`config.mk`:
```
export PLATFORM = sky130hd
export DESIGN_NAME = isb_train_unit
export DESIGN_NICKNAME = d
export VERILOG_FILES = /design/src/rtl/isb_train_unit_pkg.sv /design/src/rtl/isb_train_unit_pair_fifo.sv /design/src/rtl/isb_train_unit.sv
export SDC_FILE = /design/constraint.sdc
export NUM_CORES = 1
export LEC_CHECK = 0
export ABC_AREA = 1
export ABC_CLOCK_PERIOD_IN_PS = 12850
export CORE_ASPECT_RATIO = 1.25
export CORE_UTILIZATION = 45
export CTS_BUF_LIST = sky130_fd_sc_hd__clkbuf_4 sky130_fd_sc_hd__clkbuf_8
export DETAILED_ROUTE_END_ITERATION = 7
export DONT_BUFFER_PORTS = 1
export GPL_TIMING_DRIVEN = 1
export PLACE_DENSITY = 0.67
export SETUP_SLACK_MARGIN = 0.3
export SYNTH_ARGS = -nofsm -noshare
export SYNTH_HDL_FRONTEND = slang
export SYNTH_HIERARCHICAL = 1
export SYNTH_SLANG_ARGS = --single-unit
```
`constraint.sdc`:
```
create_clock -name clk -period 12.85 [get_ports clk]
set_clock_uncertainty 0.2 [all_clocks]
set_input_delay 2.57 -clock clk [delete_from_list [all_inputs] [get_ports clk]]
set_output_delay 2.57 -clock clk [all_outputs]
set_load 0.02 [all_outputs]
```
`src/rtl/isb_train_unit_pkg.sv`:
```
// Shared definitions for the ISB training unit.
//   STAT_W / STAT_MAX : statistics counter width and saturation value
//   acc_kind_e        : classification of one access against the history table
//   sat_inc           : saturating increment for the statistics counters
package isb_train_unit_pkg;

    localparam int                STAT_W   = 16;
    localparam logic [STAT_W-1:0] STAT_MAX = 16'hFFFF;

    typedef enum logic [1:0] {
        ACC_NONE   = 2'd0,  // no valid access this cycle
        ACC_MISS   = 2'd1,  // entry invalid or tag mismatch: (re)allocate
        ACC_REPEAT = 2'd2,  // hit, same address as last: filtered
        ACC_PAIR   = 2'd3   // hit, new address: emit (last, addr)
    } acc_kind_e;

    function automatic logic [STAT_W-1:0] sat_inc(input logic [STAT_W-1:0] v);
        return (v == STAT_MAX) ? v : v + 16'd1;
    endfunction

endpackage

```
`src/rtl/isb_train_unit_pair_fifo.sv`:
```
// isb_pair_fifo: synchronous FIFO for correlated address pairs.
// The head entry is read straight from the storage flops, so a push into
// an empty FIFO is visible on head_data/empty right after that edge.
// Ports:
//   clk, rst            clock, asynchronous active-high reset
//   push, push_data     write request (ignored when full unless popping)
//   pop                 consume head (ignored when empty)
//   full, empty         occupancy flags
//   head_data           oldest entry; zero after reset
// DEPTH must be a power of two so pointers wrap naturally.
module isb_pair_fifo #(
    parameter int WIDTH = 32,
    parameter int DEPTH = 4
) (
    input  logic             clk,
    input  logic             rst,
    input  logic             push,
    input  logic [WIDTH-1:0] push_data,
    input  logic             pop,
    output logic             full,
    output logic             empty,
    output logic [WIDTH-1:0] head_data
);

    localparam int             PTR_W   = (DEPTH > 1) ? $clog2(DEPTH) : 1;
    localparam logic [PTR_W:0] CNT_MAX = DEPTH[PTR_W:0];
    localparam logic [PTR_W-1:0] PTR_ONE = 1;
    localparam logic [PTR_W:0]   CNT_ONE = 1;

    logic [WIDTH-1:0] mem_q [DEPTH];
    logic [WIDTH-1:0] mem_d [DEPTH];
    logic [PTR_W-1:0] wr_ptr_q, wr_ptr_d;
    logic [PTR_W-1:0] rd_ptr_q, rd_ptr_d;
    logic [PTR_W:0]   count_q, count_d;
    logic             do_push, do_pop;

    assign empty     = (count_q == '0);
    assign full      = (count_q == CNT_MAX);
    assign head_data = mem_q[rd_ptr_q];

    // When full, a same-edge pop frees the head slot, which is exactly the
    // slot wr_ptr points at, so the write lands in the freed slot.
    assign do_pop  = pop && !empty;
    assign do_push = push && (!full || do_pop);

    always_comb begin
        for (int i = 0; i < DEPTH; i++) mem_d[i] = mem_q[i];
        wr_ptr_d = wr_ptr_q;
        rd_ptr_d = rd_ptr_q;
        count_d  = count_q;
        if (do_push) begin
            mem_d[wr_ptr_q] = push_data;
            wr_ptr_d        = wr_ptr_q + PTR_ONE;
        end
        if (do_pop) rd_ptr_d = rd_ptr_q + PTR_ONE;
        if (do_push && !do_pop)      count_d = count_q + CNT_ONE;
        else if (!do_push && do_pop) count_d = count_q - CNT_ONE;
    end

    always_ff @(posedge clk or posedge rst) begin
        if (rst) begin
            for (int i = 0; i < DEPTH; i++) mem_q[i] <= '0;
            wr_ptr_q <= '0;
            rd_ptr_q <= '0;
            count_q  <= '0;
        end else begin
            for (int i = 0; i < DEPTH; i++) mem_q[i] <= mem_d[i];
            wr_ptr_q <= wr_ptr_d;
            rd_ptr_q <= rd_ptr_d;
            count_q  <= count_d;
        end
    end

endmodule

```
`src/rtl/isb_train_unit.sv`:
```
// isb_train_unit: ISB prefetcher training unit.
// Keeps a direct-mapped, PC-tagged table of the last address seen per PC.
// A hit with a new address emits (last, addr) into a pair FIFO; a hit with
// the same address is filtered; a miss (re)allocates the entry.
// Ports:
//   clk, rst                       clock, asynchronous active-high reset
//   v_in, pc, addr                 access stream, one access per cycle
//   pair_v, pair_prev, pair_curr   FIFO head
//   pair_rdy                       consumer accepts head on pair_v && pair_rdy
//   stat_hits, stat_drops          saturating statistics
// Build option: define ISB_TU_STATS_EN to enable the hit/drop counters;
// otherwise both outputs are tied to zero and no counter flops exist.
module isb_train_unit
    import isb_train_unit_pkg::*;
#(
    parameter int PC_W       = 16,
    parameter int ADDR_W     = 16,
    parameter int IDX_W      = 3,
    parameter int FIFO_DEPTH = 4
) (
    input  logic              clk,
    input  logic              rst,
    input  logic              v_in,
    input  logic [PC_W-1:0]   pc,
    input  logic [ADDR_W-1:0] addr,
    output logic              pair_v,
    output logic [ADDR_W-1:0] pair_prev,
    output logic [ADDR_W-1:0] pair_curr,
    input  logic              pair_rdy,
    output logic [15:0]       stat_hits,
    output logic [15:0]       stat_drops
);

    localparam int ENTRIES = 1 << IDX_W;
    localparam int TAG_W   = PC_W - IDX_W;

    logic [ENTRIES-1:0] valid_q, valid_d;
    logic [TAG_W-1:0]   tag_q  [ENTRIES];
    logic [TAG_W-1:0]   tag_d  [ENTRIES];
    logic [ADDR_W-1:0]  last_q [ENTRIES];
    logic [ADDR_W-1:0]  last_d [ENTRIES];

    logic [IDX_W-1:0]    idx;
    logic [TAG_W-1:0]    tag;
    logic                ent_hit;
    acc_kind_e           kind;
    logic                want_push;
    logic                push_ok;
    logic                pop;
    logic                fifo_full;
    logic                fifo_empty;
    logic [2*ADDR_W-1:0] push_data;
    logic [2*ADDR_W-1:0] head_data;

    assign idx     = pc[IDX_W-1:0];
    assign tag     = pc[PC_W-1:IDX_W];
    assign ent_hit = valid_q[idx] && (tag_q[idx] == tag);

    // Table state is read straight from the flops, so an access in cycle
    // N+1 always sees the update made at the end of cycle N.
    always_comb begin
        kind = ACC_NONE;
        if (v_in) begin
            if (!ent_hit)                kind = ACC_MISS;
            else if (addr == last_q[idx]) kind = ACC_REPEAT;
            else                         kind = ACC_PAIR;
        end
    end

    // Table updates regardless of whether the FIFO accepts the pair.
    always_comb begin
        valid_d = valid_q;
        for (int e = 0; e < ENTRIES; e++) begin
            tag_d[e]  = tag_q[e];
            last_d[e] = last_q[e];
        end
        case (kind)
            ACC_MISS: begin
                valid_d[idx] = 1'b1;
                tag_d[idx]   = tag;
                last_d[idx]  = addr;
            end
            ACC_PAIR: last_d[idx] = addr;
            default: ;
        endcase
    end

    always_ff @(posedge clk or posedge rst) begin
        if (rst) begin
            valid_q <= '0;
            for (int e = 0; e < ENTRIES; e++) begin
                tag_q[e]  <= '0;
                last_q[e] <= '0;
            end
        end else begin
            valid_q <= valid_d;
            for (int e = 0; e < ENTRIES; e++) begin
                tag_q[e]  <= tag_d[e];
                last_q[e] <= last_d[e];
            end
        end
    end

    assign want_push = (kind == ACC_PAIR);
    assign push_data = {last_q[idx], addr};
    assign pop       = pair_v && pair_rdy;
    assign push_ok   = !fifo_full || pop;

    isb_pair_fifo #(
        .WIDTH (2*ADDR_W),
        .DEPTH (FIFO_DEPTH)
    ) u_fifo (
        .clk       (clk),
        .rst       (rst),
        .push      (want_push),
        .push_data (push_data),
        .pop       (pop),
        .full      (fifo_full),
        .empty     (fifo_empty),
        .head_data (head_data)
    );

    assign pair_v    = !fifo_empty;
    assign pair_prev = head_data[2*ADDR_W-1:ADDR_W];
    assign pair_curr = head_data[ADDR_W-1:0];

`ifdef ISB_TU_STATS_EN
    logic [STAT_W-1:0] stat_hits_q, stat_hits_d;
    logic [STAT_W-1:0] stat_drops_q, stat_drops_d;
    logic              drop;

    assign drop = want_push && !push_ok;

    always_comb begin
        stat_hits_d  = stat_hits_q;
        stat_drops_d = stat_drops_q;
        if (kind == ACC_REPEAT || kind == ACC_PAIR) stat_hits_d = sat_inc(stat_hits_q);
        if (drop) stat_drops_d = sat_inc(stat_drops_q);
    end

    always_ff @(posedge clk or posedge rst) begin
        if (rst) begin
            stat_hits_q  <= '0;
            stat_drops_q <= '0;
        end else begin
            stat_hits_q  <= stat_hits_d;
            stat_drops_q <= stat_drops_d;
        end
    end

    assign stat_hits  = stat_hits_q;
    assign stat_drops = stat_drops_q;
`else
    // push_ok only feeds the drop counter; the FIFO gates pushes itself.
    logic unused_push_ok;
    assign unused_push_ok = push_ok;
    assign stat_hits      = 16'h0000;
    assign stat_drops     = 16'h0000;
`endif

endmodule

```
* Word-level counts from Yosys, hierarchy flattened
Index checks and enable logic that the tools add are counted. W data, S select, Z words.
Cells by class: $add $sub $neg 4, order comparisons 7, equal/unequal tests 5, muxes and demuxes 27, bitwise gates (word level) 4, reductions and logical operators 17
Operator list (count):
- $bwmux W128 | 2
- $bwmux W104 | 1
- $mux W32 | 3
- $bmux W32 S2 | 1
- $demux W32 S2 | 1
- $bmux W16 S3 | 1
- $demux W16 S3 | 1
- $mux W16 | 3
- $bmux W13 S3 | 1
- $demux W13 S3 | 1
- $mux W13 | 3
- $eq A16 B16 Y1 | 1
- $eq A13 B13 Y1 | 1
- $logic_and A1 B1 Y1 | 9
- $or A8 B8 Y8 | 1
- $ge A3 B3 Y1 const B | 2
- $mux W3 | 2
- $not A2 Y3 | 2
- $add A2 B1 Y2 const B | 2
- $ge A4 B4 Y1 const B | 1
- $logic_not A1 Y1 | 4
- $lt A3 B4 Y1 const B | 1
- $lt A4 B1 Y1 const B | 1
- $mux W2 | 2
- other kinds (15) | 17
Word-level totals: flip-flop bits (word level) 375, input port bits 36, output and inout bits 65, logic and storage cells 88

* Logic depth before layout (Yosys ltp)
Gate-level depths: netlist (run 1).
word-level depth 14, mapped depth 28, depth with buffers taken out 23

* By module
Netlist (run 1), hierarchy kept.
Modules (own cells, without submodules):
- isb_train_unit | instances 1, cells each 1843, area each 12886.1 µm², sequential area each 6005.8 µm²
- isb_pair_fifo | instances 1, cells each 800, area each 6541.3 µm², sequential area each 3378.2 µm²

* Worst setup path before layout (run 1)
OpenSTA, ideal clock, no wires.
path kind input-to-reg, start point in pc[0], end point reg u_fifo.count_q[1], library setup time 125 ps, data arrival time 5514 ps, data required time 12525 ps, slack 7012 ps, stages 23, path buffers 5, path through buf_2 buf_2 buf_2 or2_2 nand3_1 nand2_1 nor2_1 nand2_1 nand2_1 nor2_1 nand2_1 nor2_1 nand2_1 nand2_2 nor2_1 buf_2 clkbuf_1 nand2_1 inv_2 ha_1 inv_1 fa_1 mux2_2
RTL lines:
- start, declared | RTL line isb_train_unit.sv:24 | input logic [PC_W-1:0] pc,
- $not A3 Y4 (implied by the code) | RTL line isb_train_unit.sv:57, isb_train_unit.sv:65
- $bmux W16 S3 or $bmux W13 S3 (tied branches) | RTL line isb_train_unit.sv:65, isb_train_unit.sv:57
- $mux W16 (implied by the code) or $mux W13 (tied branches) (2 in a row) | RTL line isb_train_unit.sv:65, isb_train_unit.sv:57
- $eq A16 B16 Y1 or $eq A13 B13 Y1 (tied branches) | RTL line isb_train_unit.sv:65, isb_train_unit.sv:57
- $mux W1 or $logic_and A1 B1 Y1 (tied branches) | RTL line isb_train_unit.sv:65, isb_train_unit.sv:57
- $mux W2 (*) | RTL line isb_train_unit.sv:64 | if (!ent_hit) kind = ACC_MISS;
- $mux W2 (*) | RTL line isb_train_unit.sv:63 | if (v_in) begin
- $eq A2 B2 Y1 (*) | RTL line isb_train_unit.sv:104 | assign want_push = (kind == ACC_PAIR);
- via want_push | RTL line isb_train_unit.sv:47 | logic want_push;
- $logic_and A1 B1 Y1 (*) | RTL line isb_train_unit_pair_fifo.sv:44 | assign do_push = push && (!full || do_pop);
- via u_fifo.do_push | RTL line isb_train_unit_pair_fifo.sv:35 | logic do_push, do_pop;
- $logic_and A1 B1 Y1 (*) | RTL line isb_train_unit_pair_fifo.sv:56 | if (do_push && !do_pop) count_d = count_q + CNT_ONE;
- $mux W3 (*) | RTL line isb_train_unit_pair_fifo.sv:56
- via u_fifo.count_d[1] | RTL line isb_train_unit_pair_fifo.sv:34 | logic [PTR_W:0] count_q, count_d;
- end signal, assigned | RTL line isb_train_unit_pair_fifo.sv:70 | count_q <= count_d;
- end, declared | RTL line isb_train_unit_pair_fifo.sv:34
Mark *: on every way through the listed nets, which the timed path passes. The rest lies on a longest branch. The select of a mux whose other input is x is not followed. A chain may end at the register's enable or synchronous reset.

* Worst setup path in the final report (run 1)
start point in pc[0], end point reg u_fifo/mem_q[38] (netlist bit)
Between the ends: word-level cells in the longest chain between the ends 10
RTL lines:
- $not A3 Y4 (implied by the code) | RTL line isb_train_unit.sv:57, isb_train_unit.sv:65
- $bmux W16 S3 or $bmux W13 S3 (tied branches) | RTL line isb_train_unit.sv:65, isb_train_unit.sv:57
- $mux W16 (implied by the code) or $mux W13 (tied branches) (2 in a row) | RTL line isb_train_unit.sv:65, isb_train_unit.sv:57
- $eq A16 B16 Y1 or $eq A13 B13 Y1 (tied branches) | RTL line isb_train_unit.sv:65, isb_train_unit.sv:57
- $mux W1 or $logic_and A1 B1 Y1 (tied branches) | RTL line isb_train_unit.sv:65, isb_train_unit.sv:57
- $mux W2 (*) | RTL line isb_train_unit.sv:64
- $mux W2 (*) | RTL line isb_train_unit.sv:63
- $eq A2 B2 Y1 (*) | RTL line isb_train_unit.sv:104
- via want_push | RTL line isb_train_unit.sv:47
- $logic_and A1 B1 Y1 (*) | RTL line isb_train_unit_pair_fifo.sv:44
- end, declared | RTL line isb_train_unit_pair_fifo.sv:30 | logic [WIDTH-1:0] mem_q [DEPTH];
Marks and branches as above.

==> out/metrics.yaml, run 1 <==
sta:
  worstMarginPinSlew_ns: 1.22
  clock.fmax_ghz: 0.145
  slew_viol_final: 0
  setup_viol: 0
  period_needed_ns: 6.88
  holdWs_ns: 0.265
  relSlewSlack_pct: 18.9
  tns_ns: 0
  rsz0062_at_grt: "no"
  final_hold_viol_count: 0
  fin_crit_sh_pct: 53.5
logic_synthesis:
  yosysWarnings: 6
  synth_area_per_cell_um2: 7.35
  syn_inst: 2642
  synthesis.area_um2: 19400
route:
  drt-pass1-iter-count: 6
  routed_wl_um: 53900
  vias: 16900
  drcViolationCount: 0
  drtIter0Drc: 1600
  ant_nets: 0
  wl_per_cell_um: 17.1
  vias_per_cell: 5.36
power_and_ir_drop:
  ir_drop_uv: 101
  leakage_uw: 0.0112
  p_clk_share_pct: 36.0
  p_comb_share_pct: 23.4
  swShare_pct: 33.6
  power_density_nw_per_um2: 165
  p_seq_share_pct: 40.6
  p_int_uw: 2290
  power.net_switching_uw: 1160
cells_and_area:
  nFillCells: 4118
  fin_nets: 2589
  antennaDiodeCount: 0
  drive_gt1_share_pct: 7.51
  area_growth_pct: 7.38
cts:
  htree_levels: 3
  post_cts_buffers: 0
  cts_buffers: 66
  cts_tree: "yes"
  clock-sinks: 375
  cts.clk_slew.worst_paths_ns: 0.06
  clock_latency_ns: 0.61
  clock_tree.buffer_depth: 3
  cts.repair.resized: 0
  clock-root-buffer: "clkbuf_8"
  cts_hold_buf: 0
min_path:
  min_path_type: "reg -> reg"
placement:
  dp_hpwl_um: 32300
  port_buffers: 0
  place.gp.congestion: 0.832
global_route:
  antenna_found_initial: 0
  grt_overflow: 0
  grt_max_degree: 137
  grt_pass1_vias: 16600
  grt_pass1_wl_um: 87300
  grt_use_total_pct: 24.8
floorplan:
  rows: 84
  num_io_pins: 101
  die_area_um2: 44000
  die_w_um: 188
  core_area_um2: 42400
  fp.dieH_um: 234
  start_util_pct: 45.9
setup_path:
  cp-start-kind: "primary input"
  path_class: "in -> reg"
  end_kind: "flip-flop"
  crit_path_max_fanout: 136
  crit_required_ns: 13.14
  arrival_ns: 7.16
status:
  status: "finished clean"
job:
  maxCapViolCount: 0
[cell type report]
| class | count | area, um^2 | share of cell area, % |
|---|---|---|---|
| clock inverter | 8 | 115 | 0.552 |
| timing repair buffer | 29 | 218 | 1.04 |
| clock buffer | 111 | 1400 | 6.70 |
| tap | 559 | 699 | 3.35 |
| sequential | 375 | 9390 | 45.0 |
| inverter | 262 | 997 | 4.78 |
| multi-input combinational | 1813 | 8040 | 38.6 |
[per-layer routing]
metal / global-route usage (%) / share of wire, % / up-vias
met5: 0 / 0 / -
met1: 30.2 / 41 / 8129
met2: 43.9 / 50 / 598
met4: 9.88 / 2.7 / 0
met3: 4.19 / 6.5 / 118
li1: - / - / 8088
[worst max-delay path: stages]
cell      delay [ns]
clkinv_2        0.47
buf_4           0.58
nor2_2          0.76
nand2_1         0.10
nand4_1         0.10
nor2_1          0.05
nor2_1          0.11
nand3_1         0.09
nor2_1          0.11
nand2_1         0.13
nor2_4          0.12
buf_4           0.59
nand3_2         0.93
nand2_1         0.29
nand2_1         0.07
[final timing paths]
check / start / endpoint / slack (ns) / depth (start not counted)
worst max-delay path: pc[0] / u_fifo/mem_q[38]$_DFFE_PP0P_ / 5.97 / 15
worst min-delay path: last_q[125]$_DFFE_PP0P_ / last_q[125]$_DFFE_PP0P_ / 0.26 / 2
worst max register to register: last_q[125]$_DFFE_PP0P_ / u_fifo/mem_q[38]$_DFFE_PP0P_ / 8.89 / 16
worst min register to register: last_q[125]$_DFFE_PP0P_ / last_q[125]$_DFFE_PP0P_ / 0.26 / 2
max in group asynchronous: rst / last_q[77]$_DFFE_PP0P_ / 9.23 / 2
min in group asynchronous: rst / u_fifo/mem_q[113]$_DFFE_PP0P_ / 1.68 / 1
[power by group through the flow]
stage	logic (uW)	clock network (uW)	registers, uW
after floorplan	661	0	1400
after global placement	791	0	1410
after detailed placement	806	0	1420
after CTS	808	1260	1400
after global routing	905	1310	1410
final	809	1240	1400
[stage by stage]
stage | area, um^2 | std cells | util [%] | power [uW] | setup WS [ns]
CTS | 20900 | 3157 | 49.2 | 3470 | 6.03
detailed placement | 19300 | 3038 | 45.7 | 2220 | 5.38
global placement | 19300 | 3038 | 45.7 | 2200 | 5.54
finish | 20900 | 3157 | 49.2 | 3450 | 5.97
floorplan | 19500 | 2673 | - | 2060 | 3.49
global route | 20900 | 3157 | 49.2 | 3630 | 5.56
[cells in the final DEF (no fill, tap or decap), types with 2 or more instances in the layout]
cell and n:
o211ai_1 4, bufinv_16 3, nand3_2 4, clkinv_2 6, nand2_2 11, or2_2 12
o22ai_1 32, inv_2 2, conb_1 32, buf_4 29, nand3b_1 3, nand4_1 130
ha_1 5, o21ai_0 185, inv_1 256, nand3_1 239, xnor2_1 2, or2_0 3
dfrtp_1 374, xor2_1 2, nor2_1 139, o21bai_1 12, nor2_2 10, clkbuf_8 90
nand2_1 983, clkbuf_4 21
[state kept, by name, indices dropped and copies added (netlist names)]
signal	cells
last_q	128
u_fifo/mem_q	128
tag_q	104
valid_q	8
u_fifo/count_q	3
u_fifo/rd_ptr_q	2
u_fifo/wr_ptr_q	2
Note: power is estimated with default switching activity, not from simulation.
==> inputs of run 2 (changes only) <==
--- a/config.mk
+++ b/config.mk
@@ -6,7 +6,7 @@
 export NUM_CORES = 1
 export LEC_CHECK = 0
 export ABC_AREA = 1
-export ABC_CLOCK_PERIOD_IN_PS = 12850
+export ABC_CLOCK_PERIOD_IN_PS = 6950
 export CORE_ASPECT_RATIO = 1.25
 export CORE_UTILIZATION = 45
 export CTS_BUF_LIST = sky130_fd_sc_hd__clkbuf_4 sky130_fd_sc_hd__clkbuf_8
==> constraint.sdc (replaced) <==
create_clock -name clk -period 6.95 [get_ports clk]
set_clock_uncertainty 0.2 [all_clocks]
set_input_delay 1.39 -clock clk [delete_from_list [all_inputs] [get_ports clk]]
set_output_delay 1.39 -clock clk [all_outputs]
set_load 0.02 [all_outputs]
==> run 2 against run 1 <==
Effect of this change:
- final cell count up 0.38%
- utilization barely moved
- clock-buffer cell count is 2 lower
==> out/metrics.yaml, run 2 (synthesis gave the netlist of run 1 again) <==
sta:
  worstMarginPinSlew_ns: 1.19
  fin_crit_sh_pct: 74.4
  tns_ns: 0
  setup_viol: 0
  period_needed_ns: 5.17
  rsz0062_at_grt: "no"
  final_hold_viol_count: 0
  clock.fmax_ghz: 0.193
  slew_viol_final: 0
  relSlewSlack_pct: 20.4
global_route:
  grt_max_degree: 151
  antenna_found_initial: 0
  grt_pass1_wl_um: 89300
  grt_overflow: 0
  grt_use_total_pct: 25.5
  grt_pass1_vias: 16700
power_and_ir_drop:
  p_clk_share_pct: 34.2
  power.net_switching_uw: 2160
  p_int_uw: 4080
  p_comb_share_pct: 24.3
  p_seq_share_pct: 41.5
  power_density_nw_per_um2: 299
  swShare_pct: 34.6
  leakage_uw: 0.0112
  ir_drop_uv: 181
route:
  vias: 16900
  drcViolationCount: 0
  dr_wl_met3_um: 3520
  wl_per_cell_um: 17.4
  m1WireLength_um: 22200
  drt-pass1-iter-count: 5
  wl_met2_um: 27400
  routed_wl_um: 55000
  highest_layer: "met4"
  drtIter0Drc: 1413
  vias_per_cell: 5.33
  ant_nets: 0
placement:
  place.gp.congestion: 0.844
  dp_hpwl_um: 33800
  place_area_um2: 19500
  port_buffers: 0
  dp.cells: 3053
cts:
  htree_levels: 3
  cts.clk_slew.worst_paths_ns: 0.06
  cts_buffers: 67
  cts_hold_buf: 0
  cts_tree: "yes"
  cts.repair.resized: 0
  clock_latency_ns: 0.62
  clock-root-buffer: "clkbuf_8"
  clock_tree.buffer_depth: 3
  clock-sinks: 375
  post_cts_buffers: 0
cells_and_area:
  final_common_cell: "nand2_1"
  area_growth_pct: 7.34
  drive_gt1_share_pct: 7.93
  stdcell_area_um2: 20800
  seq_area_um2: 9390
  layout_common_cells: "nand2_1, dfrtp_1, inv_1, nand3_1, o21ai_0"
  fin_nets: 2605
  antennaDiodeCount: 0
  layout.cells.non_filler: 3169
  nFillCells: 4221
  multi_input_area_um2: 8040
  reg_top3: "last_q (128), u_fifo/mem_q (128), tag_q (104)"
setup_path:
  end_kind: "flip-flop"
  path_delay_family: "simple AND/OR/NAND/NOR gates"
  arrival_ns: 5.46
  crit_required_ns: 7.24
  path_class: "in -> reg"
  max_stage_delay_ns: 0.55
  cp-start-kind: "primary input"
  critPathLaunch: "pc[0]"
  path_buf_inv: 4
  crit_slowest_cell: "buf_4"
  r2r_start: "tag_q[20]$_DFFE_PP0P_"
  cp_cell_sequence: "clkinv_2, buf_4, nand2_1, nand3_1, nand2_1, nor2_1, nor2_1, nor2_1, nand3_1, nor2_1, nand2_1, nor2_4, nand2_1, inv_2, ha_1, inv_1, fa_1, mux2_2"
  crit_path_max_fanout: 136
floorplan:
  die_area_um2: 44000
  num_io_pins: 101
  rows: 84
  fp.dieH_um: 234
  core_area_um2: 42400
  start_util_pct: 45.9
  die_w_um: 188
min_path:
  worstHoldStart: "u_fifo/mem_q[43]$_DFFE_PP0P_"
  min_path_type: "reg -> reg"
status:
  status: "finished clean"
job:
  maxCapViolCount: 0
[run 2: changes by cell type in the layout (fill, tap and decap cells not counted), sizes merged]
cell / previous run / this run
buf: 29 / 44
bufinv: 3 / 0
clkinv: 7 / 3
clkinvlp: 0 / 6
clkbuf: 111 / 109
[run 2: power by group through the flow]
stage	clock (uW)	combinational [uW]	sequential, uW
floorplan	0	1220	2590
global placement	0	1480	2620
detailed placement	0	1510	2630
CTS	2180	1520	2590
global route	2270	1690	2620
finish	2130	1510	2590
[run 2: worst register-to-register path: stages, from the launching register on]
cell and delay [ns]:
dfrtp_1 0.36, inv_1 0.07, nand2_1 0.05, nand3_1 0.10, nand2_1 0.07, nor2_1 0.16, nor2_1 0.11, nor2_1 0.17
nand3_1 0.13, nor2_1 0.12, nand2_1 0.20, nor2_4 0.45, nand2_1 0.25, inv_2 0.11, ha_1 0.17, inv_1 0.07
fa_1 0.44, mux2_2 0.27
[run 2: worst paths after layout]
kind | slack [ns] | depth (start not counted) | to
worst max-delay path | 1.78 | 18 | u_fifo/count_q[1]$_DFFE_PP0P_
worst min-delay path | 0.26 | 2 | u_fifo/mem_q[43]$_DFFE_PP0P_
worst max register to register | 3.35 | 17 | u_fifo/count_q[1]$_DFFE_PP0P_
worst min register to register | 0.26 | 2 | u_fifo/mem_q[43]$_DFFE_PP0P_
max in group asynchronous | 4.68 | 2 | u_fifo/mem_q[24]$_DFFE_PP0P_
min in group asynchronous | 0.39 | 1 | last_q[46]$_DFFE_PP0P_
[run 2: final cells by class]
cell class / count / area share, %
Clock inverter: 7 / 0.246
Timing Repair Buffer: 44 / 1.64
Tap cell: 559 / 3.35
Multi-Input combinational cell: 1813 / 38.6
Inverter: 262 / 4.77
Sequential cell: 375 / 45.0
Clock buffer: 109 / 6.39
[run 2: metrics by stage]
step | hold WS (ns) | util, % | worst slack (ns) | power, uW
4_1_cts | 0.267 | 49.2 | 1.86 | 6290
6_report | 0.264 | 49.2 | 1.78 | 6240
2_1_floorplan | 0.228 | - | 1.75 | 3820
3_5_place_dp | 0.253 | 46.0 | 1.21 | 4140
3_3_place_gp | 0.246 | 46.0 | 1.24 | 4100
5_1_grt | 0.283 | 49.2 | 1.58 | 6580
[run 2: layer usage]
metal  vias up  global-route usage, %
li1       8116                      -
met1      8068                   30.4
met2       584                   45.0
met3       132                   4.37
met4         0                   11.6
met5         -                      0
==> inputs of run 3 (changes only) <==
--- a/config.mk
+++ b/config.mk
@@ -6,14 +6,14 @@
 export NUM_CORES = 1
 export LEC_CHECK = 0
 export ABC_AREA = 1
-export ABC_CLOCK_PERIOD_IN_PS = 6950
+export ABC_CLOCK_PERIOD_IN_PS = 4400
 export CORE_ASPECT_RATIO = 1.25
 export CORE_UTILIZATION = 45
 export CTS_BUF_LIST = sky130_fd_sc_hd__clkbuf_4 sky130_fd_sc_hd__clkbuf_8
 export DETAILED_ROUTE_END_ITERATION = 7
 export DONT_BUFFER_PORTS = 1
 export GPL_TIMING_DRIVEN = 1
-export PLACE_DENSITY = 0.67
+export PLACE_DENSITY = 0.69
 export SETUP_SLACK_MARGIN = 0.3
 export SYNTH_ARGS = -nofsm -noshare
 export SYNTH_HDL_FRONTEND = slang
==> constraint.sdc (replaced) <==
create_clock -name clk -period 4.4 [get_ports clk]
set_clock_uncertainty 0.2 [all_clocks]
set_input_delay 0.88 -clock clk [delete_from_list [all_inputs] [get_ports clk]]
set_output_delay 0.88 -clock clk [all_outputs]
set_load 0.02 [all_outputs]
==> run 3 against run 2 <==
Effect of this change:
- setup slack worse by 0.91 ns
- global-route usage is 0.70 points lower
- utilization is 0.36 points higher
- sequential power is 58% higher
- critical path depth is 3 higher
- non-clock buffer count is 17 higher
- via count is 0.53% higher
- final cell count is 0.38% higher
- die area stayed put
- combinational power is 60% higher
- clock-buffer cell count is 7 lower
- worst hold slack worse by 0.16 ns
==> out/metrics.yaml, run 3 (synthesis gave the netlist of run 1 again) <==
status:
  status: "finished clean"
global_route:
  grt_pass1_wl_um: 87000
  antenna_found_initial: 0
  grt_use_total_pct: 24.8
  grt_overflow: 0
  grt_pass1_vias: 16400
  grt_max_degree: 137
sta:
  slew_viol_final: 0
  final_hold_viol_count: 0
  fin_crit_sh_pct: 80.4
  worstMarginPinSlew_ns: 1.08
  setup_viol: 0
  tns_ns: 0
  rsz0062_at_grt: "no"
  relSlewSlack_pct: 27.8
  clock.fmax_ghz: 0.283
  period_needed_ns: 3.54
setup_path:
  crit_slowest_cell: "fa_1"
  regToRegSetupSlack_ns: 1.12
  max_stage_delay_ns: 0.41
  crit_top_cell: "nand2_1"
  path_class: "in -> reg"
  cp-start-kind: "primary input"
  end_kind: "flip-flop"
  crit_path_max_fanout: 136
  cp_cell_sequence: "clkinv_2, buf_12, nand2_1, nand3_1, nand2_1, inv_1, nand2_1, nand2_1, nand2_1, nor2_1, nand2_1, nor2_1, nand2_1, nand2_2, nor2_4, nand2_1, inv_2, ha_1, inv_1, fa_1, mux2_2"
  crit_required_ns: 4.67
  arrival_ns: 3.81
cts:
  clock-root-buffer: "clkbuf_8"
  clock_latency_ns: 0.61
  cts_tree: "yes"
  cts.repair.resized: 0
  clock_tree.buffer_depth: 3
  cts.clk_slew.worst_paths_ns: 0.06
  clock-sinks: 375
  htree_levels: 3
  cts_buffers: 66
cells_and_area:
  multi_input_area_um2: 8040
  fin_nets: 2621
  drive_gt1_share_pct: 8.31
  layout_common_cells: "nand2_1, dfrtp_1, inv_1, nand3_1, o21ai_0"
  area_growth_pct: 8.12
  reg_top3: "last_q (128), u_fifo/mem_q (128), tag_q (104)"
  seq_area_um2: 9390
  nFillCells: 4128
  antennaDiodeCount: 0
  final_common_cell: "nand2_1"
placement:
  port_buffers: 0
  dp_hpwl_um: 33400
  place.gp.congestion: 0.862
route:
  vias: 17000
  drtIter0Drc: 1617
  ant_nets: 0
  routed_wl_um: 54100
  wl_per_cell_um: 17.0
  drt-pass1-iter-count: 6
  drcViolationCount: 0
  vias_per_cell: 5.34
job:
  maxCapViolCount: 0
floorplan:
  core_area_um2: 42400
  rows: 84
  die_w_um: 188
  fp.dieH_um: 234
  die_area_um2: 44000
  start_util_pct: 45.9
  num_io_pins: 101
min_path:
  min_path_type: "in -> async"
power_and_ir_drop:
  leakage_uw: 0.0112
  power_density_nw_per_um2: 467
  ir_drop_uv: 259
  p_total_uw: 9800
run 3: cell count changes in the layout (fill, tap and decap cells not counted), moves of 2 or more:
| cell | previous run | this run |
|---|---|---|
| inv_6 | 2 | 0 |
| clkbuf_4 | 27 | 22 |
| clkinv_2 | 2 | 6 |
| buf_4 | 43 | 54 |
| clkbuf_8 | 82 | 80 |
| buf_12 | 1 | 6 |
run 3: critical path: cells and delay by family:
family / cells / cell delay, ns
muxes: 1 / 0.27
buffers and inverters: 5 / 0.60
and+or+nand+nor: 13 / 1.37
adders and majority gates: 2 / 0.62
run 3: worst paths after layout:
kind                            depth (start not counted)                        endpoint                     from
min in group clk                                        2           tag_q[80]$_DFFE_PP0P_                    pc[5]
max in group asynchronous                               3           tag_q[14]$_DFFE_PP0P_                      rst
worst min register to register                          2         last_q[127]$_DFFE_PP0P_  last_q[127]$_DFFE_PP0P_
worst min-delay path                                    2  u_fifo/rd_ptr_q[0]$_DFFE_PP0P_                      rst
worst max register to register                         14           tag_q[58]$_DFFE_PP0P_    tag_q[15]$_DFFE_PP0P_
worst max-delay path                                   21   u_fifo/count_q[1]$_DFFE_PP0P_                    pc[0]
run 3: repair_timing:
action                    in CTS  in global routing
buffers inserted               0                  0
hold buffers                   1                  0
hold endpoints to repair      13                  0
run 3: cell type report:
class	instances	share of cell area [%]
clock buffer	102	6.03
clock inverter	9	0.369
inverter	262	4.72
multi-input combinational	1813	38.3
sequential	375	44.7
tap	559	3.33
timing repair buffer	61	2.55
run 3: per-layer routing:
| metal | GRT usage [%] | wire, um | up-vias |
|---|---|---|---|
| li1 | - | - | 8144 |
| met1 | 30.6 | 22300 | 8171 |
| met2 | 43.4 | 27000 | 578 |
| met3 | 3.85 | 3330 | 96 |
| met4 | 9.91 | 1480 | 0 |
| met5 | 0 | 0 | - |
run 3: report_power, final:
part | switching [uW] | leakage, uW | total (uW) | internal (uW)
clock network | 1410 | 0.000711 | 3290 | 1880
registers | 202 | 0.00482 | 4090 | 3890
logic | 1740 | 0.00571 | 2410 | 671
run 3: stage by stage:
stage | cells | instance area (um^2) | setup WS [ns] | util [%] | hold slack [ns]
final | 3181 | 21000 | 0.863 | 49.6 | 0.0986
after global routing | 3181 | 21000 | 0.713 | 49.6 | 0.167
after CTS | 3181 | 21000 | 0.865 | 49.6 | 0.153
after detailed placement | 3069 | 19600 | 0.364 | 46.4 | 0.253
after global placement | 3069 | 19600 | 0.373 | 46.4 | 0.245
after floorplan | 2673 | 19500 | 0.172 | - | 0.228
